<file path="src/rtl/rst_seq_pkg.sv">
// Shared types and parameter defaults for the reset sequencer.
package rst_seq_pkg;

   typedef enum logic [1:0] {
      ST_IDLE    = 2'd0,
      ST_ASSERT  = 2'd1,
      ST_RELEASE = 2'd2,
      ST_WAIT    = 2'd3
   } seq_state_t;

   localparam int unsigned CLK_DIV_DEF = 100;
   localparam int unsigned N_CH_DEF    = 2;
   localparam int unsigned CNT_W_DEF   = 30;
   localparam int unsigned STAGGER_DEF = 16;

endpackage

</file>
<file path="src/rtl/tick_prescaler.sv">
// Free-running 0..CLK_DIV-1 counter producing a one-cycle tick at the top
// count; clr restarts the count at 0 on the following cycle.
module tick_prescaler
   import rst_seq_pkg::*;
#(
   parameter int unsigned CLK_DIV = CLK_DIV_DEF
) (
   input  logic clk_in,
   input  logic clr,
   output logic tick
);

   localparam int unsigned DIV_W = $clog2(CLK_DIV);
   localparam logic [DIV_W-1:0] DIV_MAX = DIV_W'(CLK_DIV - 1);

   logic [DIV_W-1:0] div_cnt;

   // count up, wrap at DIV_MAX, restart on clear
   always_ff @(posedge clk_in) begin
      if (clr)
         div_cnt <= '0;
      else if (div_cnt == DIV_MAX)
         div_cnt <= '0;
      else
         div_cnt <= div_cnt + 1'b1;
   end

   assign tick = (div_cnt == DIV_MAX);

endmodule

</file>
<file path="src/rtl/rst_sequencer.sv">
// Staggered multi-channel reset sequencer: all channels assert together,
// then release one by one STAGGER ticks apart, one-shot or periodic.
//
//   state      | meaning
//   -----------+---------------------------------------------------------
//   ST_IDLE    | all channels released, waiting for trig or periodic enable
//   ST_ASSERT  | all channels held in reset until pc reaches hold_eff
//   ST_RELEASE | channels dropping out of reset in order, channel 0 first
//   ST_WAIT    | all released, waiting for pc to reach period_in
module rst_sequencer
   import rst_seq_pkg::*;
#(
   parameter int unsigned CLK_DIV = CLK_DIV_DEF,
   parameter int unsigned N_CH    = N_CH_DEF,
   parameter int unsigned CNT_W   = CNT_W_DEF,
   parameter int unsigned STAGGER = STAGGER_DEF
) (
   input  logic             clk_in,
   input  logic             rst_in,
   input  logic             en_in,
   input  logic             mode_in,
   input  logic             trig_in,
   input  logic [CNT_W-1:0] period_in,
   input  logic [CNT_W-1:0] hold_in,
   output logic [N_CH-1:0]  rst_out,
   output logic             busy_out,
   output logic             led_out,
   output logic             tick_out
);

   // one extra bit so hold_eff + k*STAGGER cannot wrap for any CNT_W-wide hold
   localparam int unsigned CMP_W = CNT_W + 1;

   seq_state_t       state, state_nxt;
   logic [CNT_W-1:0] pc, pc_inc, pc_nxt;
   logic [N_CH-1:0]  rst_nxt;
   logic             tick, presc_clr;
   logic [CMP_W-1:0] hold_eff, period_cmp, pc_cmp;
   logic [CMP_W-1:0] rel_at [N_CH];

   tick_prescaler #(
      .CLK_DIV (CLK_DIV)
   ) u_presc (
      .clk_in (clk_in),
      .clr    (presc_clr | rst_in),
      .tick   (tick)
   );

   assign hold_eff   = (hold_in == '0) ? CMP_W'(1) : {1'b0, hold_in};
   assign period_cmp = {1'b0, period_in};
   assign pc_inc     = (tick && (pc != '1)) ? pc + 1'b1 : pc;
   assign pc_cmp     = {1'b0, pc_inc};

   // per-channel release thresholds in ticks since entry to ASSERT
   always_comb begin
      for (int k = 0; k < int'(N_CH); k++)
         rel_at[k] = hold_eff + CMP_W'(k * STAGGER);
   end

   // next state, next pc and next channel resets; decisions use the
   // post-tick pc so a release lands on the same cycle pc reaches its threshold
   always_comb begin
      state_nxt = state;
      pc_nxt    = pc_inc;
      rst_nxt   = rst_out;
      presc_clr = 1'b0;
      unique case (state)
         ST_IDLE: begin
            if (trig_in || (mode_in && en_in)) begin
               state_nxt = ST_ASSERT;
               pc_nxt    = '0;
               rst_nxt   = '1;
               presc_clr = 1'b1;
            end
         end
         ST_ASSERT, ST_RELEASE: begin
            for (int k = 0; k < int'(N_CH); k++)
               if (pc_cmp >= rel_at[k])
                  rst_nxt[k] = 1'b0;
            if (rst_nxt == '0)
               state_nxt = (mode_in && en_in) ? ST_WAIT : ST_IDLE;
            else if (pc_cmp >= hold_eff)
               state_nxt = ST_RELEASE;
         end
         ST_WAIT: begin
            if (trig_in || (tick && mode_in && en_in && (pc_cmp >= period_cmp))) begin
               state_nxt = ST_ASSERT;
               pc_nxt    = '0;
               rst_nxt   = '1;
               presc_clr = 1'b1;
            end else if (!en_in || !mode_in) begin
               state_nxt = ST_IDLE;
            end
         end
      endcase
   end

   // state, phase counter and channel reset registers; reset starts a full sequence
   always_ff @(posedge clk_in) begin
      if (rst_in) begin
         state   <= ST_ASSERT;
         pc      <= '0;
         rst_out <= '1;
      end else begin
         state   <= state_nxt;
         pc      <= pc_nxt;
         rst_out <= rst_nxt;
      end
   end

   assign busy_out = rst_in || (state == ST_ASSERT) || (state == ST_RELEASE);
   assign led_out  = !rst_in && (rst_out == '0);
   assign tick_out = tick && !rst_in;

endmodule
</file>
<file path="config.mk">
export PLATFORM = sky130hd
export DESIGN_NAME = rst_sequencer
export DESIGN_NICKNAME = d
export VERILOG_FILES = /design/src/rtl/rst_seq_pkg.sv /design/src/rtl/tick_prescaler.sv /design/src/rtl/rst_sequencer.sv
export SDC_FILE = /design/constraint.sdc
export NUM_CORES = 1
export LEC_CHECK = 0
export ABC_AREA = 1
export ABC_CLOCK_PERIOD_IN_PS = 4400
export CAP_MARGIN = 5
export CORE_MARGIN = 10
export CORE_UTILIZATION = 55
export DETAILED_ROUTE_END_ITERATION = 10
export GPL_TIMING_DRIVEN = 0
export PLACE_DENSITY = 0.91
export SETUP_SLACK_MARGIN = 0.4
export SYNTH_ARGS = -nofsm -noshare
export SYNTH_HDL_FRONTEND = slang
export SYNTH_HIERARCHICAL = 1
export SYNTH_SLANG_ARGS = --single-unit
</file>
<file path="constraint.sdc">
create_clock -name clk_in -period 4.4 [get_ports clk_in]
set_input_delay 1.32 -clock clk_in [delete_from_list [all_inputs] [get_ports clk_in]]
set_output_delay 1.32 -clock clk_in [all_outputs]
set_load 0.01 [all_outputs]
</file>
Word level (Yosys, flattened, before mapping)
Cells that the tools add are included.

storage, ports and cells
  bits in registers = 41
  input bits = 65
  logic and storage cells = 65

operators by class
  reduce and logical (&&, ||, !) cells = 23
  eq/ne operators = 9
  add/subtract/negate cells = 3
  bitwise gates (word level) = 1
  muxes and demuxes = 22
  order comparisons = 3

operators by type and width
  kind                                                  number
  2-to-1 mux 30 bit                                     4
  >= comparator 30 bit                                  2
  one-hot mux 30 bit (2 select lines)                   1
  adder 30 x 5 -> 31 bit (second input constant)        1
  >= comparator 30 x 31 -> 1 bit                        1
  adder 30 x 1 -> 30 bit (second input constant)        1
  zero test 30 bit                                      1
  != test 30 bit (second input constant)                1
  2-to-1 mux 2 bit                                      8
  one-hot mux 2 bit (3 select lines)                    2
  adder 7 x 1 -> 7 bit (second input constant)          1
  equality test 7 bit (second input constant)           1
  logical AND 1 bit                                     7
  zero test 2 bit                                       3
  2-to-1 mux 1 bit                                      6
  != test 3 bit (second input constant)                 2
  logical OR 1 bit                                      5
  equality test 2 bit (second input constant)           2
  != test 2 bit (second input constant)                 2
  OR reduction 2 bit                                    2
  zero test 1 bit                                       3
  AND reduction 3 bit                                   1
  equality test 2 x 1 -> 1 bit (second input constant)  1
  one-hot mux 1 bit (2 select lines)                    1
  other kinds (2)                                       2

Depth between registers and ports, before layout
Gate-level depths: netlist of the first run.

  depth in word-level cells = 10
  gate-level depth with buffers = 32
  mapped depth without buffers = 32

Modules after synthesis
Netlist of the first run, hierarchy kept.

by module, submodules not included
  module          cells an instance  area each (sq um)  sequential area each (sq um)  instances
  rst_sequencer   828                5213.8             680.7                         1
  tick_prescaler  51                 366.6              140.1                         1

Worst setup path before layout of the first run
No wires, ideal clock.

  path type = input -> register
  from = in hold_in[4]
  to = reg state[1]
  stages on the path = 25
  arrival time = 3.773 ns
  data required time = 4.287 ns
  setup time = 0.113 ns
  setup slack = 0.514 ns
  path buffers = 1
  cells stage by stage = clkbuf_1 -> ha_1 -> nand2_1 -> nor2_2 -> nand2_2 -> nor2_4 -> inv_2 -> nor2_1 -> nand2_1 -> nor3_2 -> nand2_1 -> xor2_1 -> ha_1 -> a21oi_1 -> nor2_1 -> o21ai_2 -> nand3_1 -> nor2_1 -> nand2_1 -> nand2_1 -> nand2_1 -> nand3_2 -> nand2_1 -> nand2_1 -> nor2_1

between the ends
  cells in the longest elaborated chain, start to end = 9

ends and longest elaborated chain
  what                                                                                        RTL line              RTL
  start: declaration                                                                          rst_sequencer.sv:24   input logic [CNT_W-1:0] hold_in,
  zero test 30 bit                                                                            rst_sequencer.sv:49   assign hold_eff = (hold_in == '0) ? CMP_W'(1) : {1'b0, hold_in};
  2-to-1 mux 30 bit (*)                                                                       rst_sequencer.sv:49
  adder 30 x 5 -> 31 bit                                                                      rst_sequencer.sv:57   rel_at[k] = hold_eff + CMP_W'(k * STAGGER);
  >= comparator 30 x 31 -> 1 bit                                                              rst_sequencer.sv:78   if (pc_cmp >= rel_at[k])
  2-to-1 mux 1 bit                                                                            rst_sequencer.sv:78
  2-to-1 mux 1 bit                                                                            rst_sequencer.sv:67   unique case (state)
  zero test 2 bit                                                                             rst_sequencer.sv:80   if (rst_nxt == '0)
  != test 3 bit (no source line) or 2-to-1 mux 2 bit (tied branches)                          --
  AND reduction 3 bit (no source line) or one-hot mux 2 bit (3 select lines) (tied branches)  --
  end signal: assignment                                                                      rst_sequencer.sv:105  state <= state_nxt;
  end: declaration                                                                            rst_sequencer.sv:34   seq_state_t state, state_nxt;

Every way passes the cells marked *; elsewhere a longest branch is shown, timed or not. The select of a mux whose other input is x is not followed.
A chain may end at the register's enable or synchronous reset.

Worst setup path after layout of the first run
  from = in hold_in[19]
  to = reg state[1]

The elaborated chain is that of the path after synthesis.

==> results.py, run 1 <==
metrics = {
    "synth": {
        "yosysWarnings": 6,
        "syn_area_um2": 5580,
        "yosysSeqAreaShare": 0.147,
        "avgSynthCellArea_um2": 6.35,
        "synth.distinct_cells": 39,
        "synth_fp_nets": 1038,
        "synth-seq-cells": 41,
        "netlist_instances": 879,
    },
    "place": {
        "io_buffers": 69,
        "place_inst": 1081,
        "gp_congestion": 1.01,
        "place_area_um2": 6440,
        "pre_cts_ws_ns": -0.551,
        "place_hpwl_mm": 12.7,
    },
    "cts": {
        "numCtsBuffers": 5,
        "cts_tree": "done",
        "holdBufCountCts": 0,
        "htree_levels": 2,
        "cts.reportedPaths.clkPinSlew_ns": 0.08,
        "clock_path_buffers": 2,
        "clk_latency_ns": 0.30,
        "clock_sinks": 41,
        "cts_root_buf": "clkbuf_8",
    },
    "drt": {
        "drcViolationCount": 0,
        "dr.pass1.iters": 6,
        "wire_per_inst_um": 15.6,
        "first_iter_violations": 504,
        "vias_per_cell": 5.52,
        "wl_mm": 17.5,
        "vias": 6201,
        "ant_nets": 0,
    },
    "global_routing": {
        "grt_max_degree": 13,
        "first_global_vias": 5666,
        "track_usage": 0.208,
        "antenna_found_initial": 0,
        "grt_overflow": 0,
        "grt_pass1_wl_mm": 26.1,
    },
    "critical_path": {
        "cp.arrival_ns": 4.23,
        "cp_data_required_time_ns": 4.60,
        "path_class": "in2reg",
        "startpoint_type": "input pin",
        "cp_max_fo": 4,
        "end_kind": "flop",
    },
    "status": {
        "status": "finished clean",
    },
    "floorplan": {
        "fp.dieH_um": 121,
        "io_pins": 70,
        "coreArea_um2": 9820,
        "die_w_um": 121,
        "die_area_um2": 14600,
        "initial_core_util": 0.568,
        "row_count": 36,
    },
    "cells_and_area": {
        "area_delta_synth_final_pct": 29.1,
        "finish.utilization": 0.734,
        "final_cell_area_um2": 7200,
        "drive_above_1_share": 0.173,
        "diodes": 0,
        "nNetsFinal": 1150,
        "layoutNonFillerInstCount": 1124,
    },
    "sta": {
        "hold_viol": 0,
        "hold_slack_ns": 0.443,
        "fin_skew_ns": 0.00585,
        "slew_headroom": 0.558,
        "period_minus_slack_ns": 4.03,
        "fin_tns_setup_ns": 0,
        "fmax_mhz": 248,
        "setup_viol": 0,
        "worstMarginPinSlew_ns": 0.657,
        "period_share": 0.916,
        "rsz0062_at_grt": "true",
        "slew_viol_final": 0,
        "fin_ws_ns": 0.370,
    },
    "worst_hold_path": {
        "holdCritPathClass": "reg2reg",
    },
    "flow_run": {
        "max_cap_violations": 0,
    },
    "power": {
        "irDropWorstVdd_v": 0.000108,
        "p_leak_nw": 3.70,
        "total_power_mw": 0.906,
        "powerDensity_nw_per_um2": 126,
    },
}
[final cells by class]
cell class,count,area (um^2)
fill,724,2620
inverter,169,639
multi-input combinational,661,4410
clock inverter,2,35.0
buffer,8,66.3
clock buffer,5,68.8
timing repair buffer,105,981
tap,133,166
sequential,41,835
[cells in the final DEF, fill, tap and decap left out, types with 5 or more instances in the layout]
cell type,Yosys,final
xnor2_1,7,7
nor3_1,23,18
ha_1,94,91
a21oi_2,6,8
clkdlybuf4s50_1,0,57
dfxtp_1,41,34
inv_2,3,12
nor2_1,111,101
nand2_1,199,184
nor4_1,14,9
nor2_4,2,7
inv_1,165,156
clkbuf_8,0,5
nand2_2,9,22
dfxtp_2,0,5
a21oi_1,38,35
xor2_1,43,41
nor3_4,2,6
o21ai_0,19,12
buf_4,1,31
nor2_2,8,13
nor3_2,5,6
nand3_1,31,27
buf_6,1,10
nand3_2,5,8
nand4_1,22,22
[registers in the layout, summed over array words and instances, names as in the netlist]
signal	count
rst_out	2
pc	30
state	2
u_presc/div_cnt	7
[logic make-up (layout without fill, tap and decap cells)]
group | count (synthesis) | after routing | synth area share
AND/OR/NAND/NOR | 442 | 442 | 0.362
buffers and inverters | 177 | 289 | 0.122
adder cells (fa/ha/maj) | 94 | 94 | 0.211
AO/OA/AOI/OAI | 74 | 74 | 0.0762
XOR/XNOR | 51 | 51 | 0.0814
flip-flops | 41 | 41 | 0.147
[critical path: stages]
cell and delay, ns:
clkdlybuf4s50_1 0.54, inv_2 0.10, nor4_4 0.29, nand2_2 0.14, nor4_4 0.17, xor2_1 0.13
ha_1 0.31, nand2_2 0.09, nor2_2 0.12, nand3_1 0.08, nor2_1 0.10, nand2_1 0.11
nor2_1 0.13, nor2_1 0.05, nand2_1 0.11, nand2_2 0.09, o21ai_2 0.14, inv_1 0.05
nor2_1 0.10, nor2_1 0.05
[metal layers]
| layer | vias to the layer above | wire length [um] | track usage |
|---|---|---|---|
| li1 | 3027 | - | - |
| met1 | 2791 | 6940 | 0.258 |
| met2 | 309 | 8510 | 0.370 |
| met3 | 74 | 1300 | 0.0326 |
| met4 | 0 | 740 | 0.0460 |
| met5 | - | 0 | 0 |
[power by group]
part / switching, mW / internal, mW
combinational: 0.121 / 0.108
clock: 0.138 / 0.165
sequential: 0.00232 / 0.372
[cell usage after synthesis, drive strengths merged]
cell type | n | area [um^2]
o21a | 3 | 22.5
nor3 | 30 | 198
and2 | 1 | 6.26
nor4 | 16 | 113
nand3 | 36 | 205
buf | 6 | 38.8
xor2 | 44 | 393
ha | 94 | 1180
and3 | 2 | 12.5
nand4 | 22 | 138
dfxtp | 41 | 821
inv | 169 | 637
nor2 | 121 | 489
o21ai | 21 | 113
nand2 | 210 | 826
nand3b | 3 | 26.3
a41o | 1 | 10.0
nor3b | 1 | 7.51
xnor2 | 7 | 61.3
clkbuf | 2 | 7.51
a21oi | 44 | 243
a21o | 3 | 22.5
o21bai | 2 | 15.0
[what timing repair did]
action                                  in CTS  in global routing
gates resized for setup                     58                 88
pin swaps                                   23                 40
setup buffers                               13                 20
gates cloned                                 0                  3
endpoints found under the setup margin      41                 41
[worst paths after layout]
path,startpoint,to,slack (ns),cells past startpoint
max,hold_in[19],state[1],0.37,20
min,u_presc/div_cnt[0],u_presc/div_cnt[0],0.44,1
max reg2reg,pc[12],pc[0],0.43,26
min reg2reg,u_presc/div_cnt[0],u_presc/div_cnt[0],0.44,1
Note: power is estimated with default switching activity, not from simulation.
==> run 2: changes to the inputs <==
- CORE_MARGIN: 10 -> 1
==> run 2 against run 1 <==
  * Non-clock buffer count up 8
  * Design area increased by 2.4%
  * Global-route usage grew 8.9 points
  * Register-to-register slack better by 0.03 ns
  * Maximum frequency down 3.6%
  * Power is 4.0% lower
  * Sequential cell count did not move
  * Die area decreased by 28%
==> results.py, run 2 (synthesis results as in run 1) <==
metrics = {
    "cts": {
        "cts.reportedPaths.clkPinSlew_ns": 0.08,
        "cts_tree": "done",
        "clock_sinks": 41,
        "clock_path_buffers": 2,
        "cts_root_buf": "clkbuf_8",
        "clk_latency_ns": 0.30,
        "numCtsBuffers": 5,
        "holdBufCountCts": 0,
        "htree_levels": 2,
    },
    "cells_and_area": {
        "nNetsFinal": 1159,
        "diodes": 0,
        "layout_common_cells": "nand2_1 (178), inv_1 (150), nor2_1 (104)",
        "layout_commonest_cell": "nand2_1",
        "layoutNonFillerInstCount": 1133,
        "drive_above_1_share": 0.192,
        "fill_cells": 670,
        "largest_reg_flops": 30,
        "regArea_um2": 832,
        "largest-register": "pc",
        "multiInputGateArea_um2": 4500,
        "reg_top3": "pc (30), u_presc/div_cnt (7)",
        "area_delta_synth_final_pct": 32.2,
    },
    "floorplan": {
        "fp.dieH_um": 103,
        "io_pins": 70,
        "row_count": 36,
        "initial_core_util": 0.568,
        "die_area_um2": 10600,
        "die_w_um": 103,
        "coreArea_um2": 9820,
    },
    "global_routing": {
        "grt_max_degree": 12,
        "grt_pass1_wl_mm": 24.8,
        "first_global_vias": 5703,
        "grt_overflow": 0,
        "track_usage": 0.297,
        "antenna_found_initial": 0,
    },
    "drt": {
        "wl_mm": 18.3,
        "dr_wl_met2_mm": 9.00,
        "vias": 6498,
        "drcViolationCount": 0,
        "route.top_layer_used": "met4",
        "first_iter_violations": 628,
        "wire_per_inst_um": 16.2,
        "vias_per_cell": 5.74,
        "met1Wirelength_mm": 6.82,
        "met3_length_mm": 1.49,
        "dr.pass1.iters": 5,
        "ant_nets": 0,
    },
    "sta": {
        "rsz0062_at_grt": "true",
        "setup_viol": 0,
        "worstMarginPinSlew_ns": 0.472,
        "fin_skew_ns": 0.00957,
        "hold_slack_ns": 0.473,
        "slew_viol_final": 0,
        "slew_headroom": 0.683,
        "hold_viol": 0,
        "fmax_mhz": 239,
        "fin_ws_ns": 0.219,
        "period_share": 0.950,
        "fin_tns_setup_ns": 0,
        "period_minus_slack_ns": 4.18,
    },
    "power": {
        "p_leak_nw": 3.80,
        "total_power_mw": 0.870,
        "powerDensity_nw_per_um2": 118,
        "irDropWorstVdd_v": 0.000110,
    },
    "place": {
        "pre_cts_ws_ns": -0.564,
        "gp_congestion": 0.955,
        "place_hpwl_mm": 12.2,
        "io_buffers": 69,
        "place_inst": 1081,
    },
    "flow_run": {
        "max_cap_violations": 0,
    },
    "critical_path": {
        "crit_slowest_cell": "ha_1",
        "ff2ff_setup_slack_ns": 0.46,
        "cp_max_fo": 4,
        "slowest_delay_ns": 0.27,
        "critical_path.top_delay_family": "simple AND/OR/NAND/NOR gates",
        "path_class": "in2reg",
        "cp_data_required_time_ns": 4.63,
        "cp.arrival_ns": 4.41,
        "cp_num_buf_inv": 4,
        "startpoint_type": "input pin",
        "end_kind": "flop",
    },
    "worst_hold_path": {
        "holdCritPathClass": "reg2reg",
    },
    "status": {
        "status": "finished clean",
    },
}
[run 2: changes by cell type in the layout (fill, tap and decap cells not counted), sizes merged]
cell           previous run  this run
bufinv                    1         0
clkdlybuf4s50            57        54
dlymetal6s2s              4         7
clkbuf                    8         9
buf                      45        54
[run 2: timing repair]
item | CTS | global route
pin swaps | 26 | 45
buffers inserted | 16 | 25
resized for setup | 57 | 120
setup endpoints to repair | 41 | 41
gates cloned | 0 | 4
[run 2: worst paths after layout]
| kind | start | to | depth (start not counted) |
|---|---|---|---|
| worst max-delay path | hold_in[4] | state[1] | 26 |
| worst min-delay path | u_presc/div_cnt[0] | u_presc/div_cnt[0] | 1 |
| worst max register to register | pc[12] | state[1] | 26 |
| worst min register to register | u_presc/div_cnt[0] | u_presc/div_cnt[0] | 1 |
[run 2: per-layer routing]
metal  GRT usage  vias up
met4       0.132        0
met5           0        -
li1            -     3039
met3      0.0454      111
met2       0.536      396
met1       0.346     2952
[run 2: power breakdown]
part           leakage, nW  switching [mW]  internal [mW]
Combinational         3.42           0.128          0.112
Sequential           0.334         0.00212          0.372
Clock               0.0443           0.132          0.125
[run 2: worst reg2reg max path, stage by stage (launching register included)]
cell and delay, ns:
dfxtp_1 0.38, inv_1 0.11, nor3_4 0.23, nand2_1 0.09, nor2_2 0.14, nand4_1 0.16, nand2_4 0.17, buf_6 0.14
buf_4 0.13, nand2_1 0.04, o21ai_0 0.11, inv_1 0.13, buf_4 0.15, ha_1 0.29, nand2_1 0.10, nor2_1 0.20
nor3b_1 0.22, nand2_1 0.09, nand2_1 0.13, nand2_1 0.13, nand4_1 0.18, nand2_4 0.08, nand2_4 0.08, nand3_4 0.08
nand2_2 0.08, nand2_1 0.07, nor2_1 0.15
[run 2: area by class of cell]
cell class	instances	share of cell area
well taps	133	0.0226
clock buffers	7	0.0117
repair buffers	113	0.145
plain buffers	8	0.00983
flip-flops and latches	41	0.113
multi-input cells	661	0.610
inverters	169	0.0866
repair inverters	1	0.000678
[run 2: stage by stage]
stage	util	cell area (um^2)
after CTS	0.689	6760
final	0.752	7380
after floorplan	-	5580
after global routing	0.752	7380
after detailed placement	0.656	6440
after global placement	0.656	6440
==> RTL change, RTL diff (settings of run 1) <==
Put a register stage on the outputs `busy_out`, `led_out` and `tick_out`, cleared by the reset. The values now appear one clock later. The other outputs are not delayed to match.
--- a/src/rtl/rst_sequencer.sv
+++ b/src/rtl/rst_sequencer.sv
@@ -110,5 +110,13 @@
 
-   assign busy_out = rst_in || (state == ST_ASSERT) || (state == ST_RELEASE);
-   assign led_out  = !rst_in && (rst_out == '0);
-   assign tick_out = tick && !rst_in;
+   always_ff @(posedge clk_in) begin
+      if (rst_in) begin
+         busy_out <= '0;
+         led_out  <= '0;
+         tick_out <= '0;
+      end else begin
+         busy_out <= rst_in || (state == ST_ASSERT) || (state == ST_RELEASE);
+         led_out  <= !rst_in && (rst_out == '0);
+         tick_out <= tick && !rst_in;
+      end
+   end
 
Formal check against the unedited RTL: not equivalent (Yosys sat finds a counterexample within 4 cycles, from zero or initial values and one cycle with rst_in high).
==> RTL change against run 1 <==
First-iteration DRC count down 16%; worst setup slack better by 0.13 ns; sequential cell count up 3; largest cell class unchanged; synthesized area up 0.67%; wire length down 6.8%; critical path type unchanged; total power up 5.0%; via count down 3.3%; critical endpoint unchanged; register-to-register slack better by 0.08 ns; design area down 0.83%.
==> RTL change: results (changes against run 1) <==
[layout]
final_util_pct=72.43  ; -0.94 points
clk_share_pct=1.611  ; +0.17 points
buffers=104  ; -8.0%
multi_input_comb_cells=665  ; +0.61%
buf_share_pct=14.13  ; -0.40 points
multi_input_area_share_pct=60.32  ; -0.94 points
fin_nets=1155  ; +0.43%
drive_gt1_share_pct=12.94  ; -4.3 points
inverters=176  ; +4.1%

[critical_path]
cp_max_fo=5  ; +1
crit_start=hold_in[18]
slowest_delay_ns=0.50  ; -0.04 ns
regToRegSetupSlack_ns=0.51  ; +0.08 ns

[clocking]
cts_resized=50  ; -14%
cts.sinks=44  ; +7.3%
clk_pin_slew_ns=0.10  ; +0.02 ns

[routing]
wirelength_um=16300  ; -6.8%
drt_pass1_iterations=5  ; -1
via_per_inst=5.305  ; -3.8%
avgRoutedWirePerCell_um=14.43  ; -7.3%

[power_and_ir_drop]
power_frac_comb_pct=23.7  ; -1.6 points
clock_power_share_pct=33.9  ; +0.5 points
power_uw=951.3  ; +5.0%

[grt]
grt_pass1_vias=5612  ; -0.95%
grt_usage_pct=20.10  ; -0.75 points
grt_pass1_wl_um=24820  ; -4.8%
grt_start_max_net_pins=16  ; +3

[timing]
fin_crit_ns=3.904  ; -0.1265 ns
clock_skew_ns=0.01550  ; +0.009656 ns

[placement]
dpl_cell_area_sq_mm=0.006475  ; +0.58%

[logic_synthesis]
synth.top_cells.by_count=nand2_1, inv_1, nor2_1

[run_status]
status=finished clean

## RTL change: cell types whose count changed after synthesis, moves of 2 or more
cell,before,now
a21oi_1,38,42
a21oi_2,6,2
buf_2,4,6
dfxtp_1,41,44
inv_1,165,173
nand2_1,199,215
nand2_2,9,3
nand3_1,31,34
nand3b_1,2,4
nand4_1,22,18
nor2_1,111,113
nor2_2,8,6
nor4_1,14,9
## RTL change: per-layer routing
metal	up-vias	global-route usage [%]	wire, um
met4	0	5.505	367
met5	-	0	0
met2	224	36.60	8236
met3	31	2.792	1029
li1	3026	-	-
met1	2714	23.86	6668
## RTL change: kinds of logic (layout without fill, tap and decap cells)
group	count (synthesis)	count (layout)	synth area share [%]
buffers and inverters	185	288	12.56
adder cells (fa/ha/maj)	94	94	20.94
XOR/XNOR	51	51	7.951
AND/OR/NAND/NOR	447	447	35.72
AO/OA/AOI/OAI	73	73	7.149
flip-flops	44	44	15.68
